$ cat config.mk
export PLATFORM = sky130hd
export DESIGN_NAME = usb_xact_ctrl
export DESIGN_NICKNAME = d
export VERILOG_FILES = /design/src/rtl/usb_xact_pkg.sv /design/src/rtl/usb_xact_ctrl_timer.sv /design/src/rtl/usb_xact_ctrl.sv
export SDC_FILE = /design/constraint.sdc
export NUM_CORES = 1
export LEC_CHECK = 0
export CORE_ASPECT_RATIO = 0.6
export CORE_UTILIZATION = 36
export DETAILED_ROUTE_END_ITERATION = 6
export GPL_TIMING_DRIVEN = 0
export PLACE_DENSITY = 0.64
export SYNTH_ARGS = -nofsm -noshare
export SYNTH_HDL_FRONTEND = slang
export SYNTH_SLANG_ARGS = --single-unit
$ cat constraint.sdc
create_clock -name clk -period 2 [get_ports clk]
set_input_delay 0.3 -clock clk [delete_from_list [all_inputs] [get_ports clk]]
set_output_delay 0.3 -clock clk [all_outputs]
set_load 0.03 [all_outputs]
$ cat src/rtl/usb_xact_pkg.sv
// Shared encodings and state type for the USB device transaction sequencer.
package usb_xact_pkg;

  localparam int TIMEOUT_CYCLES_DEF = 1024;
  localparam int MAX_PKT_BYTES_DEF  = 64;

  typedef enum logic [3:0] {
    RX_NONE = 4'd0,
    RX_OUT  = 4'd1,
    RX_IN   = 4'd2,
    RX_DATA = 4'd3,
    RX_ACK  = 4'd4,
    RX_NAK  = 4'd5
  } rx_pkt_e;

  typedef enum logic [3:0] {
    TX_NONE = 4'd0,
    TX_DATA = 4'd1,
    TX_ACK  = 4'd2,
    TX_NAK  = 4'd3
  } tx_pkt_e;

  typedef enum logic [2:0] {
    IDLE          = 3'd0,
    WAIT_OUT_DATA = 3'd1,
    SEND          = 3'd2,
    WAIT_TX_START = 3'd3,
    WAIT_TX_END   = 3'd4,
    WAIT_HOST_ACK = 3'd5
  } xact_state_e;

  // States bounded by the timeout: waiting on the host or on usb_tx to start.
  function automatic logic is_timed_state(input xact_state_e s);
    case (s)
      WAIT_OUT_DATA: is_timed_state = 1'b1;
      WAIT_TX_START: is_timed_state = 1'b1;
      WAIT_HOST_ACK: is_timed_state = 1'b1;
      default:       is_timed_state = 1'b0;
    endcase
  endfunction

endpackage

$ cat src/rtl/usb_xact_ctrl_timer.sv
// Timeout counter: cleared on state entry, counts while enabled, flags terminal count.
module xact_timer #(
  parameter int TIMEOUT_CYCLES = 1024
) (
  input  logic clk,
  input  logic n_rst,
  input  logic i_clear,
  input  logic i_en,
  output logic o_tc
);

  localparam int CW = (TIMEOUT_CYCLES > 1) ? $clog2(TIMEOUT_CYCLES) : 1;
  localparam logic [CW-1:0] TC_VAL = CW'(TIMEOUT_CYCLES - 1);

  logic [CW-1:0] r_count;

  // Cycle counter with synchronous clear taking priority over enable.
  always_ff @(posedge clk or negedge n_rst) begin
    if (!n_rst) begin
      r_count <= '0;
    end else if (i_clear) begin
      r_count <= '0;
    end else if (i_en) begin
      r_count <= r_count + CW'(1);
    end else begin
      r_count <= r_count;
    end
  end

  // A stale count from the previous state must not fire on the entry cycle.
  assign o_tc = i_en & ~i_clear & (r_count == TC_VAL);

endmodule

$ cat src/rtl/usb_xact_ctrl.sv
// Device-side USB transaction sequencer: token decode, handshake/data requests, status pulses.
module usb_xact_ctrl
  import usb_xact_pkg::*;
#(
  parameter int TIMEOUT_CYCLES = TIMEOUT_CYCLES_DEF,
  parameter int MAX_PKT_BYTES  = MAX_PKT_BYTES_DEF
) (
  input  logic       clk,
  input  logic       n_rst,
  input  logic [3:0] rx_packet,
  input  logic       rx_data_ready,
  input  logic       rx_error,
  input  logic       tx_trans_active,
  input  logic       tx_error,
  input  logic [6:0] buffer_occupancy,
  input  logic       rx_arm,
  input  logic       tx_arm,
  input  logic       abort,
  output logic [3:0] tx_packet,
  output logic       clear,
  output logic       rx_done,
  output logic       tx_done,
  output logic       xact_err,
  output logic       busy
);

  xact_state_e r_state, r_prev_state;
  tx_pkt_e     r_code, r_tx_packet;
  logic        r_rx_armed, r_tx_armed;
  logic        r_clear, r_rx_done, r_tx_done, r_xact_err;
  logic        w_tmr_clr, w_tmr_en, w_tmr_tc, w_size_ok;

  assign w_tmr_clr = (r_state != r_prev_state);
  assign w_tmr_en  = is_timed_state(r_state);
  assign w_size_ok = (buffer_occupancy <= 7'(MAX_PKT_BYTES));

  xact_timer #(.TIMEOUT_CYCLES(TIMEOUT_CYCLES)) u_timer (
    .clk     (clk),
    .n_rst   (n_rst),
    .i_clear (w_tmr_clr),
    .i_en    (w_tmr_en),
    .o_tc    (w_tmr_tc)
  );

  // Transaction FSM with registered pulse outputs and arm-flag bookkeeping.
  always_ff @(posedge clk or negedge n_rst) begin
    if (!n_rst) begin
      r_state      <= IDLE;
      r_prev_state <= IDLE;
      r_code       <= TX_NONE;
      r_tx_packet  <= TX_NONE;
      r_rx_armed   <= 1'b0;
      r_tx_armed   <= 1'b0;
      r_clear      <= 1'b0;
      r_rx_done    <= 1'b0;
      r_tx_done    <= 1'b0;
      r_xact_err   <= 1'b0;
    end else begin
      r_prev_state <= r_state;
      r_tx_packet  <= TX_NONE;
      r_clear      <= 1'b0;
      r_rx_done    <= 1'b0;
      r_tx_done    <= 1'b0;
      r_xact_err   <= 1'b0;
      if (abort) begin
        r_state <= IDLE;
        r_clear <= 1'b1;
      end else begin
        case (r_state)
          IDLE: begin
            if (rx_data_ready && (rx_packet == RX_OUT)) begin
              r_state <= WAIT_OUT_DATA;
            end else if (rx_data_ready && (rx_packet == RX_IN)) begin
              r_state     <= SEND;
              r_code      <= r_tx_armed ? TX_DATA : TX_NAK;
              r_tx_packet <= r_tx_armed ? TX_DATA : TX_NAK;
            end
          end
          WAIT_OUT_DATA: begin
            if (rx_data_ready) begin
              if (rx_error) begin
                r_state    <= IDLE;
                r_clear    <= 1'b1;
                r_xact_err <= 1'b1;
              end else if (rx_packet != RX_DATA) begin
                r_state    <= IDLE;
                r_xact_err <= 1'b1;
              end else if (r_rx_armed && w_size_ok) begin
                r_state     <= SEND;
                r_code      <= TX_ACK;
                r_tx_packet <= TX_ACK;
                r_rx_done   <= 1'b1;
                r_rx_armed  <= 1'b0;
              end else if (!r_rx_armed) begin
                r_state     <= SEND;
                r_code      <= TX_NAK;
                r_tx_packet <= TX_NAK;
                r_clear     <= 1'b1;
              end else begin
                r_state    <= IDLE;
                r_clear    <= 1'b1;
                r_xact_err <= 1'b1;
              end
            end else if (w_tmr_tc) begin
              r_state    <= IDLE;
              r_xact_err <= 1'b1;
            end
          end
          SEND: r_state <= WAIT_TX_START;
          WAIT_TX_START: begin
            if (tx_trans_active) begin
              r_state <= WAIT_TX_END;
            end else if (w_tmr_tc) begin
              r_state    <= IDLE;
              r_xact_err <= 1'b1;
            end
          end
          WAIT_TX_END: begin
            if (tx_error) begin
              r_state    <= IDLE;
              r_clear    <= 1'b1;
              r_xact_err <= 1'b1;
            end else if (!tx_trans_active) begin
              r_state <= (r_code == TX_DATA) ? WAIT_HOST_ACK : IDLE;
            end
          end
          WAIT_HOST_ACK: begin
            // A failed handshake keeps tx_armed so the host retry resends the same payload.
            if (rx_data_ready && !rx_error && (rx_packet == RX_ACK)) begin
              r_state    <= IDLE;
              r_tx_done  <= 1'b1;
              r_tx_armed <= 1'b0;
            end else if (rx_data_ready || w_tmr_tc) begin
              r_state    <= IDLE;
              r_xact_err <= 1'b1;
            end
          end
          default: r_state <= IDLE;
        endcase
      end
      // Later assignments override the auto-clear above: abort beats arm, arm beats auto-clear.
      if (abort) begin
        r_rx_armed <= 1'b0;
        r_tx_armed <= 1'b0;
      end else begin
        if (rx_arm) r_rx_armed <= 1'b1;
        if (tx_arm) r_tx_armed <= 1'b1;
      end
    end
  end

  assign tx_packet = r_tx_packet;
  assign clear     = r_clear;
  assign rx_done   = r_rx_done;
  assign tx_done   = r_tx_done;
  assign xact_err  = r_xact_err;
  assign busy      = (r_state != IDLE);

endmodule

# Yosys cells after proc, flatten, opt, wreduce, memory -nomap -nowiden
# Index checks and enable logic that the tools add are counted.
[word_totals]
reg_bits = 30
latchBits = 0
mem_bits_rw = 0
romBits = 0
elab_cells = 136
n_memories = 0
[classes]
n_addsub = 1
multipliers = 0
n_div = 0
n_lt_le_gt_ge = 1
n_eq_ne = 23
shifts = 0
muxes = 75
bitwise = 4
reduce_logical = 21
[ops]
columns = ["op", "count"]
rows = [
  ["$mux W1", 37],
  ["$mux W3", 11],
  ["$mux W4", 7],
  ["$mux W2", 13],
  ["$mux W10", 2],
  ["$pmux W3 S6", 1],
  ["$reduce_bool A3 Y1", 6],
  ["$ne A4 B4 Y1 const B", 3],
  ["$add A10 B1 Y10 const B", 1],
  ["$eq A10 B10 Y1 const B", 1],
  ["$ne A2 B2 Y1 const B", 5],
  ["$eq A4 B1 Y1 const B", 2],
  ["$pmux W4 S2", 1],
  ["$reduce_and A8 Y1", 1],
  ["$le A7 B7 Y1 const B", 1],
  ["$eq A3 B2 Y1 const B", 2],
  ["$eq A3 B3 Y1 const B", 2],
  ["$ne A3 B3 Y1 const B", 2],
  ["$logic_and A1 B1 Y1", 5],
  ["$reduce_and A5 Y1", 1],
  ["$eq A4 B2 Y1 const B", 1],
  ["$eq A4 B3 Y1 const B", 1],
  ["$ne A4 B2 Y1 const B", 1],
  ["$pmux W1 S4", 1],
  ["14 further kinds", 17],
]

# Depth between registers and ports, before layout
# Gate-level depths: netlist of run 1.
[depth]
ltp_word = 10
ltp_mapped = 6

# Hierarchy
# From an unflattened synthesis of run 1, not the netlist that was laid out.
[hier_totals]
cells_unflattened = 160
hier_area_um2 = 1546.5
[by_module_without_submodules]
columns = ["module", "n_inst", "cells_each", "area_each_um2", "seq_area_each_um2"]
rows = [
  ["usb_xact_ctrl", 1, 111, 1037.2, 400.4],
  ["xact_timer", 1, 49, 509.2, 250.2],
]

# Least setup slack after synthesis of run 1
# Ideal clock, no wire load.
[synth_timing]
path_kind = "reg2reg"
start = "register r_state[2]"
end = "register r_state[0]"
setup_ns = 0.126
arrival_ns = 1.746
t_required_ns = 1.874
path_slack_ns = 0.128
path_stages_with_launch = 7
path_cell_list = "dfrtp_1 > clkbuf_8 > a21boi_2 > nand4_1 > or4_1 > a21oi_1 > o21ai_0"
[synth_between]
elab_chain_len = 9
word_cells_on_any_way = 22
classes_between = "9 x eq/ne; 6 x mux; 3 x bitwise; 4 x reduce/logical"
[synth_lines]
columns = ["item", "line_no", "text"]
rows = [
  ["from (decl)", "usb_xact_ctrl.sv:27", "xact_state_e r_state, r_prev_state;"],
  ["from (signal assigned)", "usb_xact_ctrl.sv:124", "r_state <= (r_code == TX_DATA) ? WAIT_HOST_ACK : IDLE;"],
  ["$eq A3 B3 Y1 (tied with other cells)", "usb_xact_pkg.sv:34, usb_xact_ctrl.sv:69", ""],
  ["$reduce_or A3 Y1 (no line)", "n/a", ""],
  ["$mux W1", "usb_xact_pkg.sv:34", "case (s)"],
  ["$and A1 B1 Y1 (2 in series)", "usb_xact_ctrl_timer.sv:31", "assign o_tc = i_en & ~i_clear & (r_count == TC_VAL);"],
  ["$mux W3", "n/a", ""],
  ["$mux W3 (on tied branches)", "n/a", ""],
  ["$pmux W3 S6", "usb_xact_ctrl.sv:69", "case (r_state)"],
  ["$mux W3", "usb_xact_ctrl.sv:65", "if (abort) begin"],
]
# Several ways; a longest one is shown, not always the timed one.
# A chain may end at the register's enable or synchronous reset.

# Final worst setup path of run 1
[layout_timing]
start = "input buffer_occupancy[3]"
end = "register r_clear (netlist: clear)"
[layout_between]
elab_chain_len = 8
[layout_lines]
columns = ["item", "line_no", "text"]
rows = [
  ["from (decl)", "usb_xact_ctrl.sv:15", "input logic [6:0] buffer_occupancy,"],
  ["$le A7 B7 Y1", "usb_xact_ctrl.sv:35", "assign w_size_ok = (buffer_occupancy <= 7'(MAX_PKT_BYTES));"],
  ["$logic_and A1 B1 Y1", "usb_xact_ctrl.sv:88", "end else if (r_rx_armed && w_size_ok) begin"],
  ["$mux W1", "usb_xact_ctrl.sv:88", ""],
  ["$mux W1", "usb_xact_ctrl.sv:85", "end else if (rx_packet != RX_DATA) begin"],
  ["$mux W1", "usb_xact_ctrl.sv:81", "if (rx_error) begin"],
  ["$mux W1", "usb_xact_ctrl.sv:80", "if (rx_data_ready) begin"],
  ["$pmux W1 S2", "usb_xact_ctrl.sv:69", ""],
  ["$mux W1", "usb_xact_ctrl.sv:65", ""],
  ["to (signal assigned)", "usb_xact_ctrl.sv:61", "r_clear <= 1'b0;"],
  ["to (signal assigned)", "usb_xact_ctrl.sv:67", "r_clear <= 1'b1;"],
  ["to (signal assigned)", "usb_xact_ctrl.sv:83", "r_clear <= 1'b1;"],
  ["to (decl)", "usb_xact_ctrl.sv:30", "logic r_clear, r_rx_done, r_tx_done, r_xact_err;"],
]
# No other way between the ends.

==> results of run 1 <==
## path summary, 6_finish.rpt
kind | slack (ns) | cells past startpoint | startpoint | end
worst max-delay path | 0.04 | 6 | buffer_occupancy[3] | clear
worst min-delay path | 0.41 | 0 | r_state[0] | r_prev_state[0]
worst max register to register | 0.06 | 6 | r_state[2] | r_state[0]
worst min register to register | 0.41 | 0 | r_state[0] | r_prev_state[0]
max in group asynchronous | 0.62 | 1 | n_rst | r_state[1]
min in group asynchronous | 0.63 | 1 | n_rst | r_code[0]
## sequential cells by signal, summed over array words and instances (netlist names)
signal / cells
clear: 1
r_code: 2
r_prev_state: 3
r_rx_armed: 1
r_state: 3
r_tx_armed: 1
rx_done: 1
tx_done: 1
tx_packet: 2
u_timer.r_count: 10
xact_err: 1
## cell type report
cell class	instances	area, sq um	area share, %
Inverter	6	22.5	1.13
Timing Repair Buffer	30	282	14.2
Sequential cell	26	652	32.8
Tap cell	57	71.3	3.58
Clock buffer	3	41.3	2.08
Clock inverter	1	30.0	1.51
Multi-Input combinational cell	130	828	41.6
Buffer	8	62.6	3.14
## repair_timing
item / in CTS / in global routing
pin swaps: 5 / 3
setup buffers: 4 / 0
hold buffers: 0 / 0
endpoints found under the setup margin: 7 / 5
resized for setup: 13 / 2
## cell usage in the layout (no fill, tap or decap), types with 2 or more instances in the layout
cell type	Yosys	layout
nor2b_1	5	5
nor3b_1	4	4
clkbuf_8	1	4
nor3_1	5	4
and3_1	3	3
or4_4	1	2
o21a_1	3	3
o31ai_1	2	2
nor2_1	21	21
dlygate4sd2_1	0	7
inv_1	6	6
xor2_1	6	6
and2_1	2	2
or3_4	2	2
clkdlybuf4s50_1	0	19
a21oi_1	10	10
or3_1	3	3
a31oi_1	3	3
o21ai_0	10	10
buf_6	2	2
nand4_1	4	4
clkbuf_1	3	3
dfrtp_1	26	25
o31a_1	3	3
conb_1	1	2
nand2_1	15	15
xnor2_1	5	5
buf_4	2	6
## worst register-to-register path, cell delays in order (launching register included)
cell and delay (ns):
dfrtp_1 0.40, clkbuf_8 0.17, a21boi_4 0.23, nand4_1 0.20
or4_4 0.59, a21oi_1 0.15, o21ai_0 0.09
## stage by stage
step	hold WS, ns	util (%)	setup slack [ns]	setup TNS [ns]
6_report	0.405	51.7	0.0441	0
5_1_grt	0.411	51.7	-0.0261	-0.0316
4_1_cts	0.406	51.4	0.0157	0
2_1_floorplan	0.00441	-	0.128	0
3_3_place_gp	0.378	48.1	-0.384	-3.07
3_5_place_dp	0.383	48.1	-0.416	-3.34
## power breakdown
part | leakage, nW | switching [W] | internal, W | total [W]
registers | 0.347 | 0.0000244 | 0.000554 | 0.000579
clock network | 0.0357 | 0.000172 | 0.000268 | 0.000440
logic | 0.453 | 0.000138 | 0.000103 | 0.000240
total | 0.836 | 0.000334 | 0.000925 | 0.00126
## per-layer routing
layer | share of wire (%) | track usage, %
met5 | 0 | 0
met4 | 0.51 | 2.78
met3 | 6.6 | 4.72
met2 | 43 | 28.8
met1 | 50 | 28.7
## logic make-up after synthesis
kind of cell             count (synthesis)
multiplexers                             1
AO/OA/AOI/OAI                           37
adder cells (fa/ha/maj)                  1
other                                    1
AND/OR/NAND/NOR                         78
XOR/XNOR                                11
buffers and inverters                   14
flip-flops                              26
==> summary by stage, run 1 <==
Place
At the end of routability-driven placement, the weighted congestion stood at 0.935. Once detailed placement completed, the half-perimeter wirelength came to 2880 microns. The cell count after placement is 253. The count of buffers from port buffering is 26. Once placement finished, the instance area stood at 1850 sq um.

CTS
The CTS tree is built. CTS built an H-tree with a depth of 1. The clock sink count is 26. The clock passes through at most 2 buffers. The clock root buffer master is clkbuf_8. The clock-pin slew reported for the worst setup and hold paths after clock tree synthesis is 0.10 ns.

The number of buffers added by the clock tree synthesis step is 3. The clock latency at the later pin of the worst-skew pair is 0.27 ns.

Die
Measured along the x axis, the die boundary spans 85.8 microns. The die covers 4480 sq um. The number of cell rows is 17.

The number of top-level pins is 29. Measured along the y axis, the die boundary spans 52.3 microns. The region available for standard cell placement spans 3850 sq um. The initial cell density of the core is 39.4%.

Worst setup path
The data arrival time of the critical path is 2.11 ns. For this run, the slowest stage of the critical path takes 0.48 ns. The cell at the slowest stage of the critical path is or4_4. The critical path launch point type is an input port.

Together, buffers and inverters on the worst path number 1. The setup path with the least slack is of type input port to flop. The dominant delay contributor by cell family on the critical path is compound AO/OA/AOI/OAI gates. The required arrival time at the worst endpoint is 2.16 ns.

The signal on the critical path passes through clkdlybuf4s50_1, or4_4, o31a_1, nand2b_4, a22o_1, a211o_1. The sort of element at the end of the critical path is a flop. The maximum fanout along the worst path is 2.

Timing
The final worst-path cycle share is 97.8%. The number of hold violations in the final report came to 0. The relative slew slack is 23.9%. The transition at the pin with the smallest max-transition slack is 1.14 ns. The maximum clock frequency is 0.511 GHz. Subtracting the final worst setup slack from the clock period gives 1.96 ns. The count of final setup violators is 0.

The clock arrives with 0.00742 ns of skew. The number of max-slew violations in the final report is 0.

Logic synthesis
The complex-gate fraction of the synthesized area is 15.4%. The synthesized netlist devotes 27.9% of its cell area to simple gates. The commonest cells after synthesis are 26 x dfrtp_1, 21 x nor2_1, 15 x nand2_1. The most common cell in the synthesized netlist is dfrtp_1.

The number of instances in the synthesized netlist is 169. The number of warnings printed during yosys synthesis is 0. The prevailing post-synth register cell is dfrtp_1. The xor and xnor fraction of the mapped netlist area is 6.36%.

By area, the combinational part of the netlist is dominated by simple AND/OR/NAND/NOR gates. The area of the mapped netlist is 1520 sq um. The top-area cell type share of the netlist area is 42.9%. Sorting the synthesized cells by area gives the leading types as dfrtp_1 43%, nor2_1 5.2%, nand2_1 3.7%, xor2_1 3.5%, a21oi_1 3.3%. The largest total area in the synthesized netlist belongs to dfrtp_1. The number of different library cells in the post-synthesis netlist is 44. The synthesized design contains 0 enable-type register cells. The average instance in the mapped netlist occupies 8.97 sq um. Measured against the total synthesized area, the mux share comes to 0.661%. The share of the Yosys chip area taken by registers is 42.9%.

The share of synthesized cell area in full adder, half adder and majority cells is 0.826%. The flip-flop and latch count after synthesis is 26. In the synthesized netlist the async set-or-reset flop fraction comes to 100%.

Final layout
The final layout contains 226 nets. The share of layout cells above drive strength 1 is 11.8%. 0 antenna diodes ended up in the layout. Counting the fill cells in the layout gives 363. The non-filler instance count after layout is 261. Relative to the synthesized area, the layout overhead comes to 31.3%. The total non-filler cell area in the finished layout is 1990 sq um.

Routing
The wire length reported by the detailed router is 3900 microns. In this run, the number of DRC markers left after iteration 0 of detailed routing was 89. The per-cell via count in the routed design is 5.21. After detailed routing, the average wire length per cell comes to 15.0 microns.

The final routed DRC violation total is 0. In this run the remaining antenna-violating nets after routing total 0. The final route contains 1359 vias. For this run, the detailed router's first-pass iteration total came to 4.

Outcome
The run finished with clean final reports.

Power and ir drop
The total power per unit cell area is 633 nW/um^2. The leakage dissipation is 0.836 nW. The final total power is 0.00126 W. The maximum resistive drop on vdd is 0.278 mV.

Min path
The classification of the worst-slack hold path is flop to flop.

Global route
The initial antenna violation count was 0. The aggregate global routing overflow is 0. The number of global-route vias before repair is 1278. Across every metal layer, demand over resource in global routing totals 19.3%. The maximum number of pins on one net before global-route repair is 27. The wire length of the first global-routing pass is 6490 microns.

Job
The total of max-cap violations is 0.
Note: power is estimated with default switching activity, not from simulation.
==> run 2: changes to the inputs <==
--- a/config.mk
+++ b/config.mk
@@ -8,8 +8,9 @@
 export CORE_ASPECT_RATIO = 0.6
 export CORE_UTILIZATION = 36
 export DETAILED_ROUTE_END_ITERATION = 6
+export DONT_BUFFER_PORTS = 1
 export GPL_TIMING_DRIVEN = 0
-export PLACE_DENSITY = 0.64
+export PLACE_DENSITY = 0.55
 export SYNTH_ARGS = -nofsm -noshare
 export SYNTH_HDL_FRONTEND = slang
 export SYNTH_SLANG_ARGS = --single-unit
==> summary by stage, run 2 (same netlist as run 1, synthesis figures left out) <==
Power and ir drop
For this design the ratio of total power to cell area is 698 nW/um^2. Per report_power, the combinational group accounts for 15.5% of the total. The net switching share of the total power is 26.1%.

The internal power of the cells totals 0.000893 W. The reported net switching power is 0.000315 W. The maximum resistive drop on vdd is 0.364 mV. The clock network power share is 36.3%. Sequential cells burn 48.2% of the power.

The leakage dissipation is 0.719 nW.

Final layout
The area growth from synthesis to layout is 14.2%. Once layout is complete, the utilization of the core stands at 44.9%. The share of layout cells above drive strength 1 is 11.3%. Excluding fillers, the count of instances in the completed layout stands at 234. The sequential cell area is 651 sq um. The largest registers in the layout are u_timer.r_count (10), r_prev_state (3), r_state (3). In the layout the commonest cells are 26 x dfrtp_1, 21 x nor2_1, 15 x nand2_1. The filler cell count in the final layout is 359. The net count of the finished layout is 199. The repair_antennas step left the layout with diodes totalling 0. In the final layout, the multi-input gates occupy 815 sq um.

Counting flops per register, the top entry is u_timer.r_count. The register with the most flip-flops in the layout has 10 of them. The most frequent standard cell in the layout excluding fill and tap cells is dfrtp_1.

CTS
TritonCTS built the clock tree. The clock root buffer master is clkbuf_8. The number of buffers added by the clock tree synthesis step is 3. The count of H-tree levels built during CTS is 1. For this design, the sink count on the clock tree is 26. No sink is reached through more buffers than the 2 on the longest clock path. After clock tree synthesis, the clock-pin slew on the worst setup and hold paths is 0.09 ns. Clock latency on the worst-skew pair, taken at its later pin, is 0.27 ns.

Timing
Dividing the final minimum period by the clock period gives 94.5%. The maximum clock frequency is 0.529 GHz. Measured against its own limit, the worst slew margin works out to 53.8%. The post-route worst setup slack is 0.110 ns. Summed over all failing endpoints, the final setup total negative slack is 0 ns. The number of max-slew violations in the final report is 0. At the pin with the least slew margin, the transition time is 0.686 ns.

The number of hold violations in the final report came to 0. The final critical path time including I/O delays and setup is 1.89 ns. The count of final setup violators is 0. The clock skew after layout is 0.00202 ns.

Setup repair after global routing left no endpoint under its margin.

Min path
The startpoint of the most critical hold path is tx_arm. The sink of the worst hold path is r_tx_armed. The worst hold path was traced through 2 stages. In this run the worst hold path is classified as input port to flop.

Job
Across the run, the number of max-cap violations was 0.

Routing
After detailed routing, the average wire length per cell comes to 15.5 microns. The final routed DRC violation total is 0. The count of nets left with antenna violations once routing finished came out at 0.

Before antenna repair, the detailed router went through 4 iterations. The final layout contains routed wiring with a total length of 3640 microns. The routed layout has 1285 vias. The number of DRC markers after the initial detailed-route iteration is 142. Dividing the detail-routed via count by the number of cells gives 5.49.

Die
The height of the chip is 52.3 microns. The number of top-level pins is 29. Measured along the x axis, the die boundary spans 85.8 microns. The die covers 4480 sq um. For this configuration, the core starts out at a cell density of 39.4%. The number of cell rows is 17. The area of the placeable core is 3850 sq um.

Global route
The initial antenna violation count was 0. The wire length of the first global-routing pass is 5870 microns. The maximum number of pins on one net before global-route repair is 27.

The number of global-route vias before repair came to 1231. Global routing used 17.6% of the available tracks. After global routing the overflow that remains totals 0.

Worst setup path
Among all stages on the critical path, the largest delay is contributed by or4_4. The critical path goes through buf_6, a21boi_4, nand4_1, or4_4, a21oi_1, o21ai_0. STA puts the critical path data required time at 2.16 ns.

The maximum fanout along the worst path is 10. The sort of element at the end of the critical path is a flop. The worst reg2reg path endpoint is r_state[0]. The stage delay of the slowest cell on the critical path is 0.50 ns. The kind of critical path is flop to flop. Across all register-to-register paths, the minimum setup slack is 0.11 ns. STA classifies the critical path startpoint as a flop.

The cell count of the worst reg-to-reg path is 6. In this run the critical register-to-register path is launched from r_state[0]. The data arrival time of the critical path is 2.05 ns.

Outcome
The run finished with clean final reports.

Place
Prior to clock tree synthesis, the placed netlist has a worst setup slack of -0.278 ns. The count of buffers from port buffering is 0. Counting tap cells, the placed design contains a total of 227 instances.

Once detailed placement completed, the half-perimeter wirelength came to 2730 microns. The congestion estimate from routability-driven global placement came to 0.880.
## run 2: cell type report
type | count | area share, %
clock buffer | 3 | 2.39
sequential | 26 | 37.6
buffer | 8 | 3.62
tap | 57 | 4.12
clock inverter | 1 | 1.74
inverter | 6 | 1.30
timing repair buffer | 3 | 2.17
multi-input combinational | 130 | 47.1
## run 2: how the worst max path moves through the flow
stage / start / to / slack, ns / cells past startpoint
floorplan: r_state[2] / r_state[0] / 0.13 / 6
global placement: r_state[2] / xact_err / -0.22 / 6
detailed placement: r_state[2] / xact_err / -0.28 / 6
CTS: r_state[0] / r_state[0] / -0.02 / 6
global route: r_state[0] / r_state[0] / 0.03 / 6
finish: r_state[0] / r_state[0] / 0.11 / 6
## run 2: metal layers
| layer | vias to the layer above | track usage (%) | share of wire (%) |
|---|---|---|---|
| li1 | 609 | - | - |
| met1 | 597 | 24.2 | 48 |
| met2 | 74 | 24.7 | 39 |
| met3 | 5 | 9.13 | 12 |
| met4 | 0 | 3.33 | 0.74 |
| met5 | - | 0 | 0 |
## run 2: metrics by stage
stage / total power, W / area (sq um) / hold WS (ns)
6_report: 0.00121 / 1730 / 0.149
5_1_grt: 0.00127 / 1730 / 0.152
4_1_cts: 0.00121 / 1710 / 0.142
3_5_place_dp: 0.000752 / 1590 / 0.00564
3_3_place_gp: 0.000750 / 1590 / 0.00561
2_1_floorplan: 0.000718 / 1520 / 0.00441
## run 2: timing repair
action | CTS | global route
setup endpoints to repair | 5 | 5
pin swaps | 1 | 3
setup buffers | 1 | 0
hold endpoints to repair | 26 | 0
resized for setup | 1 | 4
hold buffers | 2 | 0
## run 2: power by group through the flow
stage | Clock, W | Sequential (W) | Combinational [W]
2_1_floorplan | 0 | 0.000584 | 0.000134
3_3_place_gp | 0 | 0.000591 | 0.000159
3_5_place_dp | 0 | 0.000591 | 0.000161
4_1_cts | 0.000451 | 0.000581 | 0.000181
5_1_grt | 0.000473 | 0.000586 | 0.000210
6_report | 0.000439 | 0.000582 | 0.000187
## run 2: critical path, delay by kind of cell, from the launching register on
family	cells	cell delay (ns)
AO/OA/AOI/OAI	3	0.48
AND/OR/NAND/NOR	2	0.75
flip-flops	1	0.39
buffers and inverters	1	0.16
==> run 3: changes to the inputs <==
--- a/config.mk
+++ b/config.mk
@@ -6,11 +6,12 @@
 export NUM_CORES = 1
 export LEC_CHECK = 0
 export CORE_ASPECT_RATIO = 0.6
-export CORE_UTILIZATION = 36
+export CORE_MARGIN = 2
+export CORE_UTILIZATION = 56
 export DETAILED_ROUTE_END_ITERATION = 6
 export DONT_BUFFER_PORTS = 1
 export GPL_TIMING_DRIVEN = 0
-export PLACE_DENSITY = 0.55
+export PLACE_DENSITY = 0.77
 export SYNTH_ARGS = -nofsm -noshare
 export SYNTH_HDL_FRONTEND = slang
 export SYNTH_SLANG_ARGS = --single-unit
==> summary by stage, run 3 (same netlist as run 1, synthesis figures left out) <==
Timing
The number of hold violations in the final report is 0. The maximum clock frequency is 0.526 GHz. The number of max-slew violations in the final report came to 0. For the finished layout, the period the worst path requires is 1.90 ns. The count of final setup violators is 0. Across the routed clock network, the largest skew measured is 0.00244 ns. The total negative setup slack is 0 ns.

The post-route worst setup slack is 0.0995 ns. Setup repair after global routing could not meet its margin everywhere. Of the available clock period, the critical path in the final layout requires 95.0%.

CTS
The clock sink count is 26. TritonCTS built the clock tree. The later pin in the worst-skew pair is clocked with a latency of 0.27 ns. The count of H-tree levels built during CTS is 1. After clock tree synthesis, the clock-pin slew on the worst setup and hold paths is 0.09 ns. The number of buffers added by the clock tree synthesis step is 3.

The clock root buffer master is clkbuf_8. The clock passes through at most 2 buffers.

Final layout
Compared with the post-synthesis result, the final layout area differs by 12.3%. The largest registers in the layout are u_timer.r_count (10), r_prev_state (3), r_state (3). The library cells used most frequently in the layout, excluding fill and tap cells, are 25 x dfrtp_1, 21 x nor2_1, 15 x nand2_1. u_timer.r_count holds more flip-flops than any other register. Summing all non-filler instances in the final layout gives an area of 1700 sq um.

The register with the most flip-flops in the layout has 10 of them. The final layout contains 201 nets. In the final layout, the share of cells above drive strength 1 is 12.3%. The repair_antennas step left the layout with diodes totalling 0. The most frequent standard cell in the layout excluding fill and tap cells is dfrtp_1.

Worst setup path
The kind of critical path is flop to flop. The dominant delay contributor by cell family on the critical path is simple AND/OR/NAND/NOR gates. The required arrival time at the worst endpoint is 2.16 ns. The worst setup path is captured at a flop. The critical path launch point type is a flop. The critical path goes through clkbuf_8, a21boi_4, nand4_1, or4_4, a21oi_1, o21ai_1. For this run, the slowest stage of the critical path takes 0.59 ns. The startpoint of the most critical register-to-register path is r_state[2]. The data arrival time of the critical path is 2.06 ns. The maximum fanout along the worst path is 8.

The worst register-to-register path ends at r_state[0]. The launch point of the critical path is r_state[2]. The cell at the slowest stage of the critical path is or4_4. The end point of the critical path is r_state[0]. The setup slack of the worst register-to-register path is 0.1 ns. The logic depth of the worst setup path including buffers is 6. The cell count of the worst reg-to-reg path is 6. The buffering stage count on the worst path with inverters included is 1.

Routing
The detailed router finished its first iteration with 70 violations. The routed via count is 1295. The final routed DRC violation total is 0. In the final routed layout, each cell accounts on average for 16.9 microns.

In this run the remaining antenna-violating nets after routing total 0. Wires add up to 3560 microns. The per-cell via count in the routed design is 6.14.

The number of iterations in the first detailed-routing pass is 4.

Place
The count of buffers from port buffering is 0. The HPWL after detailed placement is 2640 microns. The total cell area at the placement stage is 1560 sq um. Prior to clock tree synthesis, the placed netlist has a worst setup slack of -0.237 ns. The congestion estimate from routability-driven global placement came to 0.920.

Power and ir drop
VDD sags by at most 0.506 mV. Power spread over the standard cell area amounts to 709 nW/um^2. Summed over all cells, the static leakage comes to 0.722 nW.

Global route
The initial antenna violation count was 0. Global routing used 24.8% of the available tracks across all layers. Entering global routing, the biggest net connects 27 pins. The aggregate global routing overflow is 0. The wire length of the first global-routing pass is 5830 microns. The number of global-route vias before repair is 1232.

Die
After floorplanning, the core was sized to cover 2540 sq um. For this design the top-level I/O count stands at 29. The die is 71.2 microns wide.

The floorplan step defined a die boundary enclosing 3150 sq um. The die is 44.3 microns tall. After floorplanning, the core was divided into 14 placement rows. The initial cell density of the core is 59.7%.

Outcome
The run finished with clean final reports.

Job
The tool flagged a number of max-cap violations equal to 0.

Min path
The min-delay analysis places its worst path in the category input port to flop.
==> run 3: worst min-delay path by stage <==
stage / from / to / slack, ns / cells past startpoint
final: rx_arm / r_rx_armed / 0.14 / 2
after global routing: rx_arm / r_rx_armed / 0.14 / 2
after CTS: rx_arm / r_rx_armed / 0.14 / 2
after detailed placement: n_rst / u_timer.r_count[1] / 0.005 / 0
after global placement: n_rst / u_timer.r_count[1] / 0.005 / 0
after floorplan: n_rst / clear / 0.004 / 0
==> run 3: repair_timing <==
item / in CTS / in global routing
setup buffers: 1 / 2
hold endpoints to repair: 26 / 0
pin swaps: 1 / 2
setup endpoints to repair: 4 / 4
gates resized for setup: 2 / 3
hold buffers: 2 / 0
==> run 3: where the power goes <==
part | switching (W) | internal, W
Clock | 0.000170 | 0.000268
Sequential | 0.0000265 | 0.000554
Combinational | 0.000117 | 0.0000702
Total | 0.000314 | 0.000892
==> run 3: worst reg2reg max path, cell delays in order (launching register included) <==
cell,delay (ns)
dfrtp_1,0.41
clkbuf_8,0.17
a21boi_4,0.18
nand4_1,0.20
or4_4,0.59
a21oi_1,0.15
o21ai_1,0.09
==> run 3: cell type report <==
| class | count | area (sq um) |
|---|---|---|
| Clock buffer | 3 | 41.3 |
| Inverter | 6 | 22.5 |
| Fill cell | 199 | 838 |
| Multi-Input combinational cell | 130 | 801 |
| Timing Repair Buffer | 5 | 52.6 |
| Tap cell | 32 | 40.0 |
| Buffer | 8 | 62.6 |
| Clock inverter | 1 | 30.0 |
| Sequential cell | 26 | 652 |
==> run 3: metrics by stage <==
stage,std cells,total power [W],hold WS (ns),util (%)
global route,211,0.00126,0.138,67.0
detailed placement,202,0.000752,0.00501,61.4
finish,211,0.00121,0.144,67.0
CTS,209,0.00120,0.143,66.2
global placement,202,0.000745,0.00500,61.4
floorplan,170,0.000718,0.00441,-
==> run 3: metal layers <==
metal	vias to the layer above	GRT usage [%]	share of wire (%)
met3	4	9.34	11
li1	607	-	-
met2	73	34.4	42
met5	-	0	0
met1	611	35.7	46
met4	0	8.68	1.2
